[config.mk]
export PLATFORM = sky130hd
export DESIGN_NAME = dmem_port_arbiter
export DESIGN_NICKNAME = d
export VERILOG_FILES = /design/src/rtl/dmem_pkg.sv /design/src/rtl/dmem_port_arbiter_rr_arbiter.sv /design/src/rtl/dmem_port_arbiter.sv
export SDC_FILE = /design/constraint.sdc
export NUM_CORES = 1
export LEC_CHECK = 0
export CAP_MARGIN = 20
export CORE_UTILIZATION = 32
export CTS_BUF_LIST = sky130_fd_sc_hd__clkbuf_4 sky130_fd_sc_hd__clkbuf_8 sky130_fd_sc_hd__clkbuf_16
export CTS_CLUSTER_SIZE = 30
export DETAILED_ROUTE_END_ITERATION = 10
export PLACE_DENSITY = 0.86
export SLEW_MARGIN = 10
export SYNTH_ARGS = -nofsm -noshare
export SYNTH_HDL_FRONTEND = slang
export SYNTH_SLANG_ARGS = --single-unit
[constraint.sdc]
create_clock -name clk_i -period 6.8 [get_ports clk_i]
set_input_delay 0.68 -clock clk_i [delete_from_list [all_inputs] [get_ports clk_i]]
set_output_delay 0.68 -clock clk_i [all_outputs]
set_load 0.01 [all_outputs]
[src/rtl/dmem_pkg.sv]
// ---------------------------------------------------------------------------
// dmem_pkg
//   Shared definitions for the LSU data-memory port arbiter: default
//   geometry of the dual-port data SRAM, the load-sequencer state encoding
//   and a helper that sizes requester-index fields.
//   Optional feature macro used by the arbiter: DMEM_ARB_FWD_EN.
// ---------------------------------------------------------------------------
package dmem_pkg;

    localparam int DMEM_ADDR_W = 8;
    localparam int DMEM_DATA_W = 32;
    localparam int DMEM_MASK_W = DMEM_DATA_W / 8;
    localparam int DMEM_TAG_W  = 4;

    // Load sequencer: one read outstanding at a time.
    typedef enum logic [1:0] {
        IDLE    = 2'd0,
        RD_PEND = 2'd1,
        RESP    = 2'd2
    } state_e;

    // Width of a requester index; a single requester still gets one bit.
    function automatic int id_width(input int n);
        return (n > 1) ? $clog2(n) : 1;
    endfunction

endpackage

[src/rtl/dmem_port_arbiter_rr_arbiter.sv]
// ---------------------------------------------------------------------------
// rr_arbiter
//   Round-robin pick: the first asserted request at or above ptr_i, wrapping
//   around to index 0. Purely combinational.
//   Ports:
//     req_i  [N]      request vector
//     ptr_i  [IDX_W]  highest-priority index this cycle (must be < N)
//     gnt_o  [N]      one-hot winner (zero when no request)
//     idx_o  [IDX_W]  binary index of the winner (zero when no request)
//     any_o           at least one request present
// ---------------------------------------------------------------------------
module rr_arbiter
    import dmem_pkg::*;
#(
    parameter  int N     = 2,
    localparam int IDX_W = id_width(N)
) (
    input  logic [N-1:0]     req_i,
    input  logic [IDX_W-1:0] ptr_i,
    output logic [N-1:0]     gnt_o,
    output logic [IDX_W-1:0] idx_o,
    output logic             any_o
);

    logic [IDX_W-1:0] cand;

    function automatic int wrap_idx(input int base, input int offs);
        int s;
        s = base + offs;
        if (s >= N) s = s - N;
        return s;
    endfunction

    always_comb begin
        gnt_o = '0;
        idx_o = '0;
        any_o = 1'b0;
        cand  = '0;
        for (int i = 0; i < N; i++) begin
            cand = IDX_W'(wrap_idx(int'(ptr_i), i));
            if (!any_o && req_i[cand]) begin
                any_o       = 1'b1;
                gnt_o[cand] = 1'b1;
                idx_o       = cand;
            end
        end
    end

endmodule

[src/rtl/dmem_port_arbiter.sv]
// ---------------------------------------------------------------------------
// dmem_port_arbiter
//   Shares the LSU data SRAM (port 0 write-only, port 1 read-only with one
//   cycle read latency) between NUM_LD round-robin load requesters and one
//   store requester. Stores are never stalled; a load whose address matches
//   the store accepted in the same cycle is held off for that cycle.
//   Load data returns over a valid/ready channel carrying requester id + tag.
//
//   Optional feature: define DMEM_ARB_FWD_EN to forward full-word store data
//   straight into the response buffer on a same-address collision instead
//   of stalling the load (partial-mask collisions still stall).
//
//   Ports:
//     clk_i, reset_n_i                 clock, synchronous active-low reset
//     ld_req_valid/addr/tag_i, ld_req_ready_o   load request channel (packed)
//     st_req_valid/addr/data/mask_i, st_req_ready_o  store request channel
//     ld_resp_valid/id/tag/data_o, ld_resp_ready_i   load response channel
//     dmem_csb_write_o, dmem_wmask_o, dmem_waddr_o, dmem_din_o  SRAM port 0
//     dmem_csb_read_o, dmem_raddr_o, dmem_dout_i                SRAM port 1
// ---------------------------------------------------------------------------
module dmem_port_arbiter
    import dmem_pkg::*;
#(
    parameter  int NUM_LD = 2,
    parameter  int ADDR_W = DMEM_ADDR_W,
    parameter  int DATA_W = DMEM_DATA_W,
    parameter  int TAG_W  = DMEM_TAG_W,
    localparam int MASK_W = DATA_W / 8,
    localparam int ID_W   = id_width(NUM_LD)
) (
    input  logic                     clk_i,
    input  logic                     reset_n_i,

    input  logic [NUM_LD-1:0]        ld_req_valid_i,
    input  logic [NUM_LD*ADDR_W-1:0] ld_req_addr_i,
    input  logic [NUM_LD*TAG_W-1:0]  ld_req_tag_i,
    output logic [NUM_LD-1:0]        ld_req_ready_o,

    input  logic                     st_req_valid_i,
    input  logic [ADDR_W-1:0]        st_req_addr_i,
    input  logic [DATA_W-1:0]        st_req_data_i,
    input  logic [MASK_W-1:0]        st_req_mask_i,
    output logic                     st_req_ready_o,

    output logic                     ld_resp_valid_o,
    output logic [ID_W-1:0]          ld_resp_id_o,
    output logic [TAG_W-1:0]         ld_resp_tag_o,
    output logic [DATA_W-1:0]        ld_resp_data_o,
    input  logic                     ld_resp_ready_i,

    output logic                     dmem_csb_write_o,
    output logic [MASK_W-1:0]        dmem_wmask_o,
    output logic [ADDR_W-1:0]        dmem_waddr_o,
    output logic [DATA_W-1:0]        dmem_din_o,

    output logic                     dmem_csb_read_o,
    output logic [ADDR_W-1:0]        dmem_raddr_o,
    input  logic [DATA_W-1:0]        dmem_dout_i
);

    state_e            state_q, state_d;
    logic [ID_W-1:0]   rr_ptr_q, rr_ptr_d;
    logic [ID_W-1:0]   resp_id_q, resp_id_d;
    logic [TAG_W-1:0]  resp_tag_q, resp_tag_d;
    logic [DATA_W-1:0] resp_data_q, resp_data_d;

    logic [NUM_LD-1:0] arb_gnt;
    logic [ID_W-1:0]   arb_idx;
    logic              arb_any;

    logic              st_acc;
    logic              can_issue;
    logic              collide;
    logic              rd_issue;
    logic              fwd_issue;
    logic              grant;
    logic [ADDR_W-1:0] win_addr;
    logic [TAG_W-1:0]  win_tag;

    rr_arbiter #(
        .N (NUM_LD)
    ) u_rr (
        .req_i (ld_req_valid_i),
        .ptr_i (rr_ptr_q),
        .gnt_o (arb_gnt),
        .idx_o (arb_idx),
        .any_o (arb_any)
    );

    // Issue decision. Only the round-robin winner is considered; if it
    // collides with the store, nobody is granted this cycle and the pointer
    // stays put so the same requester retries first.
    always_comb begin
        st_acc    = reset_n_i & st_req_valid_i;
        win_addr  = ld_req_addr_i[int'(arb_idx)*ADDR_W +: ADDR_W];
        win_tag   = ld_req_tag_i[int'(arb_idx)*TAG_W +: TAG_W];
        can_issue = reset_n_i &&
                    ((state_q == IDLE) || ((state_q == RESP) && ld_resp_ready_i));
        collide   = st_acc && (win_addr == st_req_addr_i);
        rd_issue  = can_issue && arb_any && !collide;
`ifdef DMEM_ARB_FWD_EN
        fwd_issue = can_issue && arb_any && collide && (&st_req_mask_i);
`else
        fwd_issue = 1'b0;
`endif
        grant     = rd_issue || fwd_issue;
    end

    // Next state and response buffer. In RESP with ready low nothing can
    // issue, so the buffer holds id/tag/data stable until consumed.
    always_comb begin
        state_d     = state_q;
        rr_ptr_d    = rr_ptr_q;
        resp_id_d   = resp_id_q;
        resp_tag_d  = resp_tag_q;
        resp_data_d = resp_data_q;

        case (state_q)
            IDLE: begin
                if (rd_issue)       state_d = RD_PEND;
                else if (fwd_issue) state_d = RESP;
            end
            RD_PEND: begin
                state_d     = RESP;
                resp_data_d = dmem_dout_i;
            end
            RESP: begin
                if (rd_issue)             state_d = RD_PEND;
                else if (fwd_issue)       state_d = RESP;
                else if (ld_resp_ready_i) state_d = IDLE;
            end
            default: state_d = IDLE;
        endcase

        if (grant) begin
            resp_id_d  = arb_idx;
            resp_tag_d = win_tag;
            rr_ptr_d   = (arb_idx == ID_W'(NUM_LD - 1)) ? '0 : arb_idx + 1'b1;
        end
        if (fwd_issue) begin
            resp_data_d = st_req_data_i;
        end
    end

    // Outputs. Everything is gated by reset_n_i so the SRAM sees both ports
    // deselected and requesters see no grants while reset is held.
    always_comb begin
        ld_req_ready_o   = grant ? arb_gnt : '0;
        st_req_ready_o   = reset_n_i;

        ld_resp_valid_o  = reset_n_i && (state_q == RESP);
        ld_resp_id_o     = resp_id_q;
        ld_resp_tag_o    = resp_tag_q;
        ld_resp_data_o   = resp_data_q;

        dmem_csb_write_o = ~st_acc;
        dmem_wmask_o     = st_acc ? st_req_mask_i : '0;
        dmem_waddr_o     = st_acc ? st_req_addr_i : '0;
        dmem_din_o       = st_acc ? st_req_data_i : '0;

        dmem_csb_read_o  = ~rd_issue;
        dmem_raddr_o     = rd_issue ? win_addr : '0;
    end

    always_ff @(posedge clk_i) begin
        if (!reset_n_i) begin
            state_q  <= IDLE;
            rr_ptr_q <= '0;
        end else begin
            state_q  <= state_d;
            rr_ptr_q <= rr_ptr_d;
        end
    end

    // Response payload needs no reset: it is only observed while valid.
    always_ff @(posedge clk_i) begin
        resp_id_q   <= resp_id_d;
        resp_tag_q  <= resp_tag_d;
        resp_data_q <= resp_data_d;
    end

endmodule

After elaboration in Yosys (flattened, before gate mapping)
Index checks and enable logic that the tools add are counted.
- logic and storage cells: 66
- register bits after elaboration: 40
- bits of input ports: 106
- bits in latches: 0
- output and inout bits: 95
- bits in writable memories: 0
- ROM bits: 0
- memories kept: 0
- shifts and indexed selects: 2
- order comparisons: 6
- divide/modulo/power cells: 0
- add/sub/neg operators: 4
- equal/unequal tests: 5
- bitwise logic cells: 4
- reduce and logical (&&, ||, !) cells: 14
- multiply operators: 0
- mux-type cells: 26
- operators with widths (kind ; number):
    32-bit 2-to-1 mux ; 1
    8-bit 2-to-1 mux ; 2
    16-bit by 5-bit variable part select with 8-bit output ; 1
    1-bit 2-to-1 mux ; 13
    2-bit 2-to-1 mux ; 6
    1-bit logical AND ; 9
    8-bit equality test ; 1
    8-bit by 4-bit variable part select with 4-bit output ; 1
    2-bit case mux with 3 select lines ; 1
    1-bit by 2-bit < comparator with 1-bit output, second input constant ; 2
    4-bit 2-to-1 mux ; 1
    3-bit != test, second input constant ; 1
    1-bit by 1-bit adder with 2-bit output, second input constant ; 1
    1-bit demux with 1-bit select ; 2
    2-bit by 1-bit equality test with 1-bit output, second input constant ; 1
    2-bit equality test, second input constant ; 1
    1-bit greater-or-equal comparator, second input constant ; 2
    1-bit by 2-bit greater-or-equal comparator with 1-bit output, second input constant ; 1
    2-bit greater-or-equal comparator, second input constant ; 1
    1-bit logical NOT ; 2
    2-bit logical NOT ; 1
    2-bit != test, second input constant ; 1
    1-bit NOT ; 2
    2-bit OR ; 1
    5 further kinds ; 6

Depth between registers and ports, before layout
- depth in word-level cells: 15
- gate-level depth with buffers: 8
- depth with buffers taken out: 7

Hierarchy
Synthesis repeated with hierarchy kept, for this count alone.
- cell total of the unflattened synthesis: 149
- area, all modules: 1878.1 um2
- modules (own cells, without submodules) (module ; area an instance (um2) ; seq. area each (um2) ; instances ; cells an instance):
    dmem_port_arbiter ; 1845.5 ; 1171.1 ; 1 ; 144
    rr_arbiter ; 32.5 ; 0.0 ; 1 ; 5

Worst setup path after synthesis
No wires, ideal clock.
- kind: input-to-output
- start: input ld_req_valid_i[1]
- end: output dmem_raddr_o[0]
- data arrival time: 1810 ps
- path buffers: 2
- path slack: 4310 ps
- stages: 8
- required time: 6120 ps
- cells stage by stage: buf_2 nand2_4 inv_4 mux2i_4 xnor2_1 o21ai_2 buf_6 a21oi_2
- cells in the longest elaborated chain, start to end: 12
- elaborated cells between the ends (all ways): 17
- classes of those cells: eq/ne: 1; shift: 1; mux: 9; reduce/logical: 6
- ends and longest elaborated chain (item ; RTL line ; text):
    start: declaration ; dmem_port_arbiter.sv:34 ; input logic [NUM_LD-1:0] ld_req_valid_i,
    1-bit 2-to-1 mux (not written as such) (2 in series) ; dmem_port_arbiter_rr_arbiter.sv:41 ; if (!any_o && req_i[cand]) begin
    1-bit 2-to-1 mux ; dmem_port_arbiter_rr_arbiter.sv:41 ;
    1-bit logical NOT ; dmem_port_arbiter_rr_arbiter.sv:41 ;
    1-bit logical AND ; dmem_port_arbiter_rr_arbiter.sv:41 ;
    1-bit 2-to-1 mux ; dmem_port_arbiter_rr_arbiter.sv:41 ;
    16-bit by 5-bit variable part select with 8-bit output ; dmem_port_arbiter.sv:95 ; win_addr = ld_req_addr_i[int'(arb_idx)*ADDR_W +: ADDR_W];
    8-bit equality test ; dmem_port_arbiter.sv:99 ; collide = st_acc && (win_addr == st_req_addr_i);
    1-bit logical AND ; dmem_port_arbiter.sv:99 ;
    1-bit logical NOT ; dmem_port_arbiter.sv:100 ; rd_issue = can_issue && arb_any && !collide;
    1-bit logical AND ; dmem_port_arbiter.sv:100 ;
    8-bit 2-to-1 mux * ; dmem_port_arbiter.sv:162 ; dmem_raddr_o = rd_issue ? win_addr : '0;
    end: declaration ; dmem_port_arbiter.sv:57 ; output logic [ADDR_W-1:0] dmem_raddr_o,
Mark *: on every way between the ends. The rest lies on a longest branch, timed or not. The select of a mux whose other input is x is not followed.

Worst setup path in the final report
- start: input ld_req_valid_i[1]
- end: output dmem_csb_read_o
- cells in the longest elaborated chain, start to end: 12
- elaborated cells between the ends (all ways): 17
- classes of those cells: eq/ne: 1; shift: 1; mux: 8; bitwise: 1; reduce/logical: 6
- ends and longest elaborated chain (item ; RTL line ; text):
    1-bit 2-to-1 mux (not written as such) (2 in series) ; dmem_port_arbiter_rr_arbiter.sv:41 ;
    1-bit 2-to-1 mux ; dmem_port_arbiter_rr_arbiter.sv:41 ;
    1-bit logical NOT ; dmem_port_arbiter_rr_arbiter.sv:41 ;
    1-bit logical AND ; dmem_port_arbiter_rr_arbiter.sv:41 ;
    1-bit 2-to-1 mux ; dmem_port_arbiter_rr_arbiter.sv:41 ;
    16-bit by 5-bit variable part select with 8-bit output ; dmem_port_arbiter.sv:95 ;
    8-bit equality test ; dmem_port_arbiter.sv:99 ;
    1-bit logical AND ; dmem_port_arbiter.sv:99 ;
    1-bit logical NOT ; dmem_port_arbiter.sv:100 ;
    1-bit logical AND * ; dmem_port_arbiter.sv:100 ;
    1-bit NOT * ; dmem_port_arbiter.sv:161 ; dmem_csb_read_o = ~rd_issue;
    end: declaration ; dmem_port_arbiter.sv:56 ; output logic dmem_csb_read_o,
Marked as above.

==> results.yml <==
clock_network:
  cts-htree-levels: 2
  cts_hold_buf: 0
  cts_resized: 0
  cts_buffers: 5
  clk_pin_slew_worst_paths_ns: 0.07
  cts_root_buf: "clkbuf_8"
  cts_tree: "built"
  clockBufferDepth: 2
  cts_setup_buffers: 0
  clock_latency_ns: 0.29
  numClockSinks: 40
worst_setup_path:
  crit_chain: "clkdlybuf4s50_1 -> nand2_4 -> inv_4 -> mux2i_4 -> xnor2_1 -> o21ai_2 -> clkdlybuf4s50_1"
  cp.required_ns: 6.12
  path_buf_inv: 3
  crit_start: "ld_req_valid_i[1]"
  regToRegStartpoint: "rr_ptr_q$_SDFFE_PN0N_"
  critical_path_class: "in2out"
  crit_path_start_kind: "input port"
  crit_top_cell: "clkdlybuf4s50_1"
  worstSetupEndpointType: "output port"
  cpPeakStageDelay_ns: 0.68
  crit_fanout: 15
  cp_slowest_cell: "o21ai_2"
  crit_family: "buffers and inverters"
  crit_arrival_ns: 3.50
placed_design:
  dpl_cell_area_mm2: 0.00410
  globalplace.congestion: 0.839
  io_buffers: 200
  dpl.hpwl_mm: 6.00
routing:
  drc: 0
  drt_iter0_drc: 55
  drt_pass1_iterations: 4
  vias: 2159
  ant_nets: 0
  viasPerCell: 4.72
  wl_per_cell_um: 16.2
  wirelength_mm: 7.41
logic_synthesis:
  avgSynthCellArea_um2: 11.1
  synth_commonest_cells: "and3_1 (43), edfxtp_1 (37), nand2_1 (27)"
  yosys.area.top_type: "edfxtp_1"
  synth.area.top_cells: "edfxtp_1 (54%), and3_1 (13%), nand2_1 (4.9%), xnor2_1 (3.8%), dfxtp_1 (2.9%)"
  yosys_warnings: 0
  synthesis.area_mm2: 0.00205
  ys_seq_area_frac: 0.571
  netlist_instances: 185
  yosys.area.top_type_share: 0.542
  synth_edf_count: 37
  synth_nets: 291
  yosys.cell_count.top_type: "and3_1"
  ys_ff_latch: 40
  async_reset_ff_frac: 0
  ys_types: 36
  synth_top_flop_cell: "edfxtp_1"
die:
  rows: 28
  die_area_mm2: 0.00673
  fp.dieW_um: 82.0
  initial_core_util: 0.338
  coreArea_mm2: 0.00606
  die_y_um: 82.0
  ioPinCount: 201
power:
  ir_drop_v: 0.000141
  power_leakage_uw: 0.00167
  power_density_mw_per_mm2: 161
final_layout:
  fin_area_mm2: 0.00422
  final_nets: 487
  flow.area_growth_from_synthesis_pct: 106
  layout-drive-gt1-share: 0.0681
  n_antenna_cell: 0
  fin_util: 0.697
timing:
  finalSetupViolCount: 0
  min_period_ns: 4.18
  worst_pin_slew_ns: 0.834
  fmax_mhz: 239
  finalSetupTns_ns: 0
  post-route-period-util: 0.614
  rsz0062_at_grt: "no"
  max_slew_margin: 0.444
  finalClockSkew_ns: 0.00757
  hold_viol_final: 0
  maxSlewViolCount: 0
global_routing:
  grt_max_degree: 50
  grt_antenna_before_repair: 0
  grt_util_met1: 0.244
  grt.busiest_layer: "met2"
  grtUsageMet2: 0.364
  grt_pass1_wl_mm: 10.2
  grt_pass1_vias: 1994
  grt.overflow.total: 0
  gr-usage-met3: 0.0511
  gr-usage-all-layers: 0.203
flow_run:
  cap_violations: 0
hold_path:
  min_from: "rr_ptr_q$_SDFFE_PN0N_"
  hold_class: "reg2reg"
status:
  status: "complete, no violations"
==> sequential cells by signal, indices dropped and copies added, names as in the netlist <==
signal and count:
ld_resp_id_o 1, ld_resp_data_o 32, ld_resp_tag_o 4, state_q 2
rr_ptr_q 1
==> routing by layer <==
| layer | vias up | share of wire | wire length [µm] |
|---|---|---|---|
| li1 | 1057 | - | - |
| met1 | 987 | 0.38 | 2830 |
| met2 | 113 | 0.52 | 3850 |
| met3 | 2 | 0.095 | 706 |
| met4 | 0 | 0.0024 | 18 |
| met5 | - | 0 | 0 |
==> through the flow <==
step	hold slack (ns)	std cells	setup slack [ns]	power, µW
2_1_floorplan	0.448	185	4.31	367
6_report	0.475	457	2.62	680
3_5_place_dp	0.466	448	2.27	497
3_3_place_gp	0.465	448	2.40	492
5_1_grt	0.518	457	2.42	710
4_1_cts	0.476	456	2.27	685
==> where the power goes <==
part / internal [µW] / switching [µW] / total, µW / leakage, µW
sequential: 289 / 5.10 / 294 / 0.000371
clock: 113 / 76.4 / 189 / 0.0000586
combinational: 121 / 75.6 / 197 / 0.00124
total: 523 / 157 / 680 / 0.00167
==> layout by cell type (no fill, tap or decap), drive strengths merged, types with 4 or more instances in the layout <==
master           n
clkdlybuf4s50  200
clkbuf           6
xnor2            9
edfxtp          37
nor2b            5
nand2           28
inv              6
nand2b           4
a21oi            9
nor2             5
and3            43
==> final timing paths <==
kind                                      to  slack (ns)  depth (start not counted)
setup reg to reg  ld_resp_tag_o[2]$_DFFE_PN_        4.43                          7
setup / recovery             dmem_csb_read_o        2.62                          7
hold / removal         rr_ptr_q$_SDFFE_PN0N_        0.48                          2
hold reg to reg        rr_ptr_q$_SDFFE_PN0N_        0.48                          2
==> area by class of cell <==
class                           count  area, µm²
Timing Repair Buffer              203       2030
Fill cell                         451       1840
Sequential cell                    40       1170
Multi-Input combinational cell    125        791
Tap cell                           75       93.8
Clock buffer                        6       76.3
Clock inverter                      2       35.0
Inverter                            6       25.0
==> cell families after synthesis <==
kind of cell	Yosys count	share of synthesized area
AOI/OAI and AO/OA	20	0.0672
DFF	40	0.571
and+or+nand+nor	93	0.259
buffers and inverters	20	0.0440
xor gates and xnor gates	10	0.0427
muxes	2	0.0159
==> tightest hold or removal path, stage by stage (launching register included) <==
cell,delay (ns)
dfxtp_1,0.31
nand2_1,0.06
mux2i_1,0.06
Power figures use the tool's default switching activity.
